## src/rtl/cp0_irq_pkg.sv

```systemverilog
// Shared CP0 constants: register numbers, SR bit positions and reset values.
package cp0_irq_pkg;

   localparam int unsigned NUM_HW = 6;

   localparam logic [4:0] REG_SR    = 5'd12;
   localparam logic [4:0] REG_CAUSE = 5'd13;
   localparam logic [4:0] REG_EPC   = 5'd14;
   localparam logic [4:0] REG_PRID  = 5'd15;

   localparam int unsigned IM_HI   = 15;
   localparam int unsigned IM_LO   = 10;
   localparam int unsigned EXL_BIT = 1;
   localparam int unsigned IE_BIT  = 0;

   localparam logic [31:0] RST_SR  = 32'h0000_0000;
   localparam logic [31:0] RST_EPC = 32'h0000_0000;

endpackage

```

## src/rtl/cp0_irq_if.sv

```systemverilog
// CPU-side bundle for the CP0 interrupt responder: mfc0/mtc0 access, commit PC,
// eret strobe, device lines in, and read data / EPC / interrupt request out.
interface cp0_irq_if;
   import cp0_irq_pkg::*;

   logic [NUM_HW-1:0] HWINT_I;
   logic [29:0]       PC_I;
   logic [4:0]        SEL_I;
   logic              WE_I;
   logic [31:0]       DAT_I;
   logic              ERET_I;
   logic [31:0]       DAT_O;
   logic [31:0]       EPC_O;
   logic              IRQ_O;

   modport master (
      output HWINT_I, PC_I, SEL_I, WE_I, DAT_I, ERET_I,
      input  DAT_O, EPC_O, IRQ_O
   );

   modport slave (
      input  HWINT_I, PC_I, SEL_I, WE_I, DAT_I, ERET_I,
      output DAT_O, EPC_O, IRQ_O
   );

endinterface

```

## src/rtl/cp0_irq.sv

```systemverilog
// Coprocessor-0 interrupt responder: SR/Cause/EPC/PrID, one-stage IRQ line
// synchroniser, interrupt entry (EPC capture, EXL set) and ERET (EXL clear).
module cp0_irq
   import cp0_irq_pkg::*;
#(
   parameter logic [31:0] PRID     = 32'h0000_C5C5,
   parameter int unsigned HW_LINES = 6
) (
   input logic       CLK_I,
   input logic       RST_I,
   cp0_irq_if.slave  bus
);

   logic [HW_LINES-1:0] ip_q;
   logic [HW_LINES-1:0] im_q, im_d;
   logic                exl_q, exl_d;
   logic                ie_q, ie_d;
   logic [29:0]         epc_q, epc_d;
   logic                irq;
   logic [31:0]         sr_word;
   logic [31:0]         cause_word;

   // Interrupt request: any enabled pending line, globally enabled, not in a handler.
   always_comb begin
      irq = (|(ip_q & im_q)) & ie_q & ~exl_q;
   end

   // Next-state: entry wins over everything; else mtc0 first, then eret clears EXL.
   always_comb begin
      im_d  = im_q;
      exl_d = exl_q;
      ie_d  = ie_q;
      epc_d = epc_q;
      if (irq) begin
         // Instruction at PC_I is squashed, so its mtc0/eret is discarded.
         epc_d = bus.PC_I;
         exl_d = 1'b1;
      end else begin
         if (bus.WE_I && (bus.SEL_I == REG_SR)) begin
            im_d  = bus.DAT_I[IM_HI:IM_LO];
            exl_d = bus.DAT_I[EXL_BIT];
            ie_d  = bus.DAT_I[IE_BIT];
         end
         if (bus.WE_I && (bus.SEL_I == REG_EPC)) begin
            epc_d = bus.DAT_I[31:2];
         end
         if (bus.ERET_I) begin
            exl_d = 1'b0;
         end
      end
   end

   // State registers; IP simply resamples the device lines every cycle.
   always_ff @(posedge CLK_I) begin
      if (RST_I) begin
         ip_q  <= '0;
         im_q  <= RST_SR[IM_HI:IM_LO];
         exl_q <= RST_SR[EXL_BIT];
         ie_q  <= RST_SR[IE_BIT];
         epc_q <= RST_EPC[31:2];
      end else begin
         ip_q  <= bus.HWINT_I;
         im_q  <= im_d;
         exl_q <= exl_d;
         ie_q  <= ie_d;
         epc_q <= epc_d;
      end
   end

   // Assemble the architectural views of SR and Cause; unused bits read 0.
   always_comb begin
      sr_word                = '0;
      sr_word[IM_HI:IM_LO]   = im_q;
      sr_word[EXL_BIT]       = exl_q;
      sr_word[IE_BIT]        = ie_q;
      cause_word             = '0;
      cause_word[IM_HI:IM_LO] = ip_q;
   end

   // mfc0 read mux, combinational from SEL_I with no write bypass.
   always_comb begin
      case (bus.SEL_I)
         REG_SR:    bus.DAT_O = sr_word;
         REG_CAUSE: bus.DAT_O = cause_word;
         REG_EPC:   bus.DAT_O = {epc_q, 2'b00};
         REG_PRID:  bus.DAT_O = PRID;
         default:   bus.DAT_O = 32'h0000_0000;
      endcase
   end

   // Outputs to the pipeline.
   always_comb begin
      bus.EPC_O = {epc_q, 2'b00};
      bus.IRQ_O = irq;
   end

endmodule
```

## src/flat_wrapper.sv

```systemverilog
// flat-port wrapper written by rule: the top's interface ports become plain ports
module cp0_irq_flat import cp0_irq_pkg::*;
#(
   parameter logic [31:0] PRID     = 32'h0000_C5C5,
   parameter int unsigned HW_LINES = 6
)
  (CLK_I, RST_I, bus_HWINT_I, bus_PC_I, bus_SEL_I, bus_WE_I, bus_DAT_I, bus_ERET_I, bus_DAT_O, bus_EPC_O, bus_IRQ_O);
  cp0_irq_if bus_i ();
  input logic CLK_I;
  input logic RST_I;
  input wire logic [$bits(bus_i.HWINT_I)-1:0] bus_HWINT_I;
  input wire logic [$bits(bus_i.PC_I)-1:0] bus_PC_I;
  input wire logic [$bits(bus_i.SEL_I)-1:0] bus_SEL_I;
  input wire logic [$bits(bus_i.WE_I)-1:0] bus_WE_I;
  input wire logic [$bits(bus_i.DAT_I)-1:0] bus_DAT_I;
  input wire logic [$bits(bus_i.ERET_I)-1:0] bus_ERET_I;
  output wire logic [$bits(bus_i.DAT_O)-1:0] bus_DAT_O;
  output wire logic [$bits(bus_i.EPC_O)-1:0] bus_EPC_O;
  output wire logic [$bits(bus_i.IRQ_O)-1:0] bus_IRQ_O;
  assign bus_i.HWINT_I = bus_HWINT_I;
  assign bus_i.PC_I = bus_PC_I;
  assign bus_i.SEL_I = bus_SEL_I;
  assign bus_i.WE_I = bus_WE_I;
  assign bus_i.DAT_I = bus_DAT_I;
  assign bus_i.ERET_I = bus_ERET_I;
  assign bus_DAT_O = bus_i.DAT_O;
  assign bus_EPC_O = bus_i.EPC_O;
  assign bus_IRQ_O = bus_i.IRQ_O;
  cp0_irq #(.PRID(PRID), .HW_LINES(HW_LINES)) u_core (.CLK_I(CLK_I), .RST_I(RST_I), .bus(bus_i));
endmodule
```

## config.mk

```make
export PLATFORM = sky130hd
export DESIGN_NAME = cp0_irq_flat
export DESIGN_NICKNAME = d
export VERILOG_FILES = /design/src/rtl/cp0_irq_pkg.sv /design/src/rtl/cp0_irq_if.sv /design/src/rtl/cp0_irq.sv /design/src/flat_wrapper.sv
export SDC_FILE = /design/constraint.sdc
export NUM_CORES = 1
export LEC_CHECK = 0
export ABC_AREA = 1
export CAP_MARGIN = 20
export CORE_UTILIZATION = 36
export DETAILED_ROUTE_END_ITERATION = 7
export PLACE_DENSITY_LB_ADDON = 0.25
export SKIP_LAST_GASP = 1
export SYNTH_ARGS = -nofsm -noshare
export SYNTH_HDL_FRONTEND = slang
export SYNTH_SLANG_ARGS = --single-unit
```

## constraint.sdc

```tcl
create_clock -name CLK_I -period 3.3 [get_ports CLK_I]
set_clock_uncertainty 0.05 [all_clocks]
set_input_delay 0.825 -clock CLK_I [delete_from_list [all_inputs] [get_ports CLK_I]]
set_output_delay 0.825 -clock CLK_I [all_outputs]
set_load 0.01 [all_outputs]
```

## After elaboration in Yosys (flattened, before gate mapping)

Index checks and enable logic that the tools add are counted.

| word-level totals | value |
|---|---|
| input bits | 77 |
| bits in registers | 44 |
| logic and storage cells | 26 |

| operators by class | value |
|---|---|
| reductions and logical operators | 6 |
| equality and inequality tests | 4 |
| bitwise logic cells | 5 |
| multiplexer cells | 6 |

Operators with widths:

| cell | number |
|---|---|
| 32-bit case mux with 4 select lines | 1 |
| 30-bit 2-to-1 mux | 2 |
| 5-bit by 4-bit equality test with 1-bit output (second input constant) | 4 |
| 6-bit AND | 1 |
| 6-bit OR reduction | 1 |
| 1-bit 2-to-1 mux | 3 |
| 3-bit nonzero test | 1 |
| 1-bit AND | 2 |
| 1-bit logical AND | 2 |
| 1-bit NOT | 2 |
| 2-bit AND reduction | 1 |
| 2-bit nonzero test | 1 |

## Logic depth before layout (Yosys ltp)

| depth | value |
|---|---|
| word-level depth | 6 |
| gate-level depth with buffers | 9 |

## Worst setup path before layout

Ideal clock, no wire load.

| timing | value |
|---|---|
| path kind | input -> output |
| start point | input port bus_SEL_I[1] |
| end point | output port bus_DAT_O[10] |
| path buffers | 1 |
| cell stages on the path | 7 |
| data arrival time | 1.552 ns |
| required time | 2.425 ns |
| path slack | 0.873 ns |
| path through | inv_1 nor2_1 nand2_1 inv_2 buf_2 nand2_1 nand4_1 |

| on the way | value |
|---|---|
| word-level cells in the longest chain between the ends | 2 |
| elaborated cells on any way between the ends | 5 |
| classes of those cells | eq/ne: 4; mux: 1 |

Ends and longest elaborated chain:

| what | RTL line | RTL |
|---|---|---|
| start, declared | flat_wrapper.sv:13 | `input wire logic [$bits(bus_i.SEL_I)-1:0] bus_SEL_I;` |
| 5-bit by 4-bit equality test with 1-bit output | cp0_irq.sv:82 | `case (bus.SEL_I)` |
| 32-bit case mux with 4 select lines (*) | cp0_irq.sv:82 |  |
| end, declared | flat_wrapper.sv:17 | `output wire logic [$bits(bus_i.DAT_O)-1:0] bus_DAT_O;` |

Every way passes the cells marked *; elsewhere a longest branch is shown, timed or not.

## Worst setup path in the final report

| timing | value |
|---|---|
| start point | input port bus_SEL_I[2] |
| end point | output port bus_DAT_O[10] |

Same word-level chain as after synthesis.

==> metrics.yaml <==
status: "finished, violations left"
drc_errors: 0
cellPowerDensity_mw_per_mm2: 276
synth_top_area_share_pct: 32.3
drive_above_1_share_pct: 10.3
gp_congestion: 0.836
leakagePower_uw: 0.00215
initial_core_util_pct: 37.4
path_clk_slew_ns: 0.09
fin_util_pct: 60.1
syn_to_final_growth_pct: 60.7
violations: "setup timing"
hp-class: "reg2reg"
synth_common_cells: "nand2_1 (107), inv_1 (62), nand3_1 (60)"
hpwl_mm: 6.21
crit_type: "in2out"
clock_latency_ns: 0.30
routed_wl_mm: 9.06
htreeDepth: 2
required_ns: 2.42
overflow: 0
netlist_area_mm2: 0.00273
synth.avg_cell_area_um2: 6.28
end_kind: "output port"
grt_use_met2_pct: 40.3
cts_buffers: 5
die_h_um: 89.0
postSynthCellCount: 434
grt_pass1_wl_mm: 14.0
synth_seq_cells: 44
grt_pass1_vias: 2959
grt_util_all_layers_pct: 22.6
diodes: 0
antenna_found_initial: 0
clockRootBuffer: "clkbuf_8"
r2r_slack_ns: 1.37
synth_area_leaders: "dfxtp_1 (32%), nand2_1 (15%), nand3_1 (11%)"
clock-sinks: 44
synth-main-ff-cell: "dfxtp_1"
holdWs_ns: 0.443
dp_slack_ns: -0.0805
synth.distinct_cells: 25
fmax_mhz: 298
nFillCells: 702
io_buffers: 139
layout_min_cycle_time_ns: 3.35
clk_path_buf_depth: 2
relSlewSlack_pct: 34.2
drv_slew: 0
synth_warnings: 0
path_max_fanout: 6
wl_per_cell_um: 13.7
start_kind: "input pin"
async_reset_ff_share_pct: 0
layout_setup_ws_ns: -0.0526
die_area_mm2: 0.00793
grt_max_degree: 69
worst-slew-pin-transition_ns: 0.987
rows: 31
antenna_left: 0
cts_tree: "built"
detail_route.vias_per_cell: 4.96
final_hold_viol_count: 0
max-cap-violations: 0
setup_viol_count_final: 4
post-synth-top-count-cell: "nand2_1"
vias: 3290
period_share_pct: 102
rsz0062_at_grt: "true"
vdd_drop_max_mv: 0.151
use_met3_pct: 4.43
crit_arrival_ns: 2.48
grt_busiest_layer: "met2"
synth_top_cell_by_area: "dfxtp_1"
yosysSeqAreaShare_pct: 32.3
ioPinCount: 142
drt_pre_antenna_iters: 4
ctsHoldBuffers: 0
synth-edff-count: 0
coreArea_mm2: 0.00729
final_nets: 641
die_w_um: 89.0
use_met1_pct: 27.8
drt_iter0_drc: 193
-- layer usage --
layer | vias up | routed length, µm | share of wire [%]
li1 | 1645 | - | -
met1 | 1480 | 3790 | 42
met2 | 155 | 4350 | 48
met3 | 10 | 831 | 9.2
met4 | 0 | 85 | 0.94
met5 | - | 0 | 0
-- path summary, 6_finish.rpt --
path         cells past startpoint             end           start
max                              8   bus_DAT_O[10]    bus_SEL_I[2]
max reg2reg                      9  u_core.im_q[1]  u_core.im_q[2]
min reg2reg                      2  u_core.im_q[0]  u_core.im_q[0]
min                              2  u_core.im_q[0]  u_core.im_q[0]
-- power by group --
part	internal (µW)	switching, µW	total [µW]
combinational	104	74.7	178
clock	298	188	487
sequential	538	5.21	543
total	940	268	1210
-- sequential cells by signal, indices dropped and copies added, names as in the netlist --
| name | flops |
|---|---|
| u_core.epc_q | 30 |
| u_core.im_q | 6 |
| u_core.ip_q | 6 |
| u_core.exl_q | 1 |
| u_core.ie_q | 1 |
-- critical path, cell delays in order --
cell and delay [ns]:
clkdlybuf4s50_1 0.48, nand2_1 0.10, nor2_4 0.14, nand2_1 0.12
inv_2 0.12, nand2_1 0.06, nand4_1 0.08, clkdlybuf4s50_1 0.55
-- final cells by class --
type / instances / area (µm²) / share of cell area (%)
Timing Repair Buffer: 156 / 1550 / 35.4
Clock buffer: 5 / 68.8 / 1.57
Inverter: 65 / 246 / 5.62
Timing Repair inverter: 1 / 7.51 / 0.171
Tap cell: 99 / 124 / 2.83
Multi-Input combinational cell: 291 / 1450 / 33.0
Sequential cell: 44 / 881 / 20.1
Clock inverter: 2 / 60.1 / 1.37
-- repair_timing --
| item | in CTS | in global routing |
|---|---|---|
| pin swaps | 0 | 1 |
| setup endpoints to repair | 31 | 23 |
| resized for setup | 9 | 24 |
| buffers inserted | 0 | 3 |
| gates cloned | 0 | 1 |
-- placed cells by master (no fill, tap or decap), drive strengths merged, types with 5 or more instances in the layout --
cell           count
inv               65
clkdlybuf4s50    111
a21oi             39
dlygate4sd2        9
nor2              32
dfxtp             44
nand2            110
dlymetal6s2s      18
clkbuf             5
nand3             70
buf               18
nand4             34
-- through the flow --
| step | total power [µW] | instance area (µm²) | setup TNS (ns) | cells |
|---|---|---|---|---|
| after detailed placement | 730 | 4170 | -1.34 | 652 |
| final | 1210 | 4380 | -0.130 | 663 |
| after CTS | 1220 | 4290 | -0.952 | 659 |
| after global placement | 728 | 4170 | -0.452 | 652 |
| after global routing | 1250 | 4380 | -0.683 | 663 |
| after floorplan | 611 | 2730 | 0 | 435 |
-- cell families after synthesis --
kind of cell           synth area share [%]
AND/OR/NAND/NOR                        43.3
buffers and inverters                  15.4
flip-flops                             32.3
AO/OA/AOI/OAI                          8.90
other                                 0.137
Power figures use the tool's default switching activity.
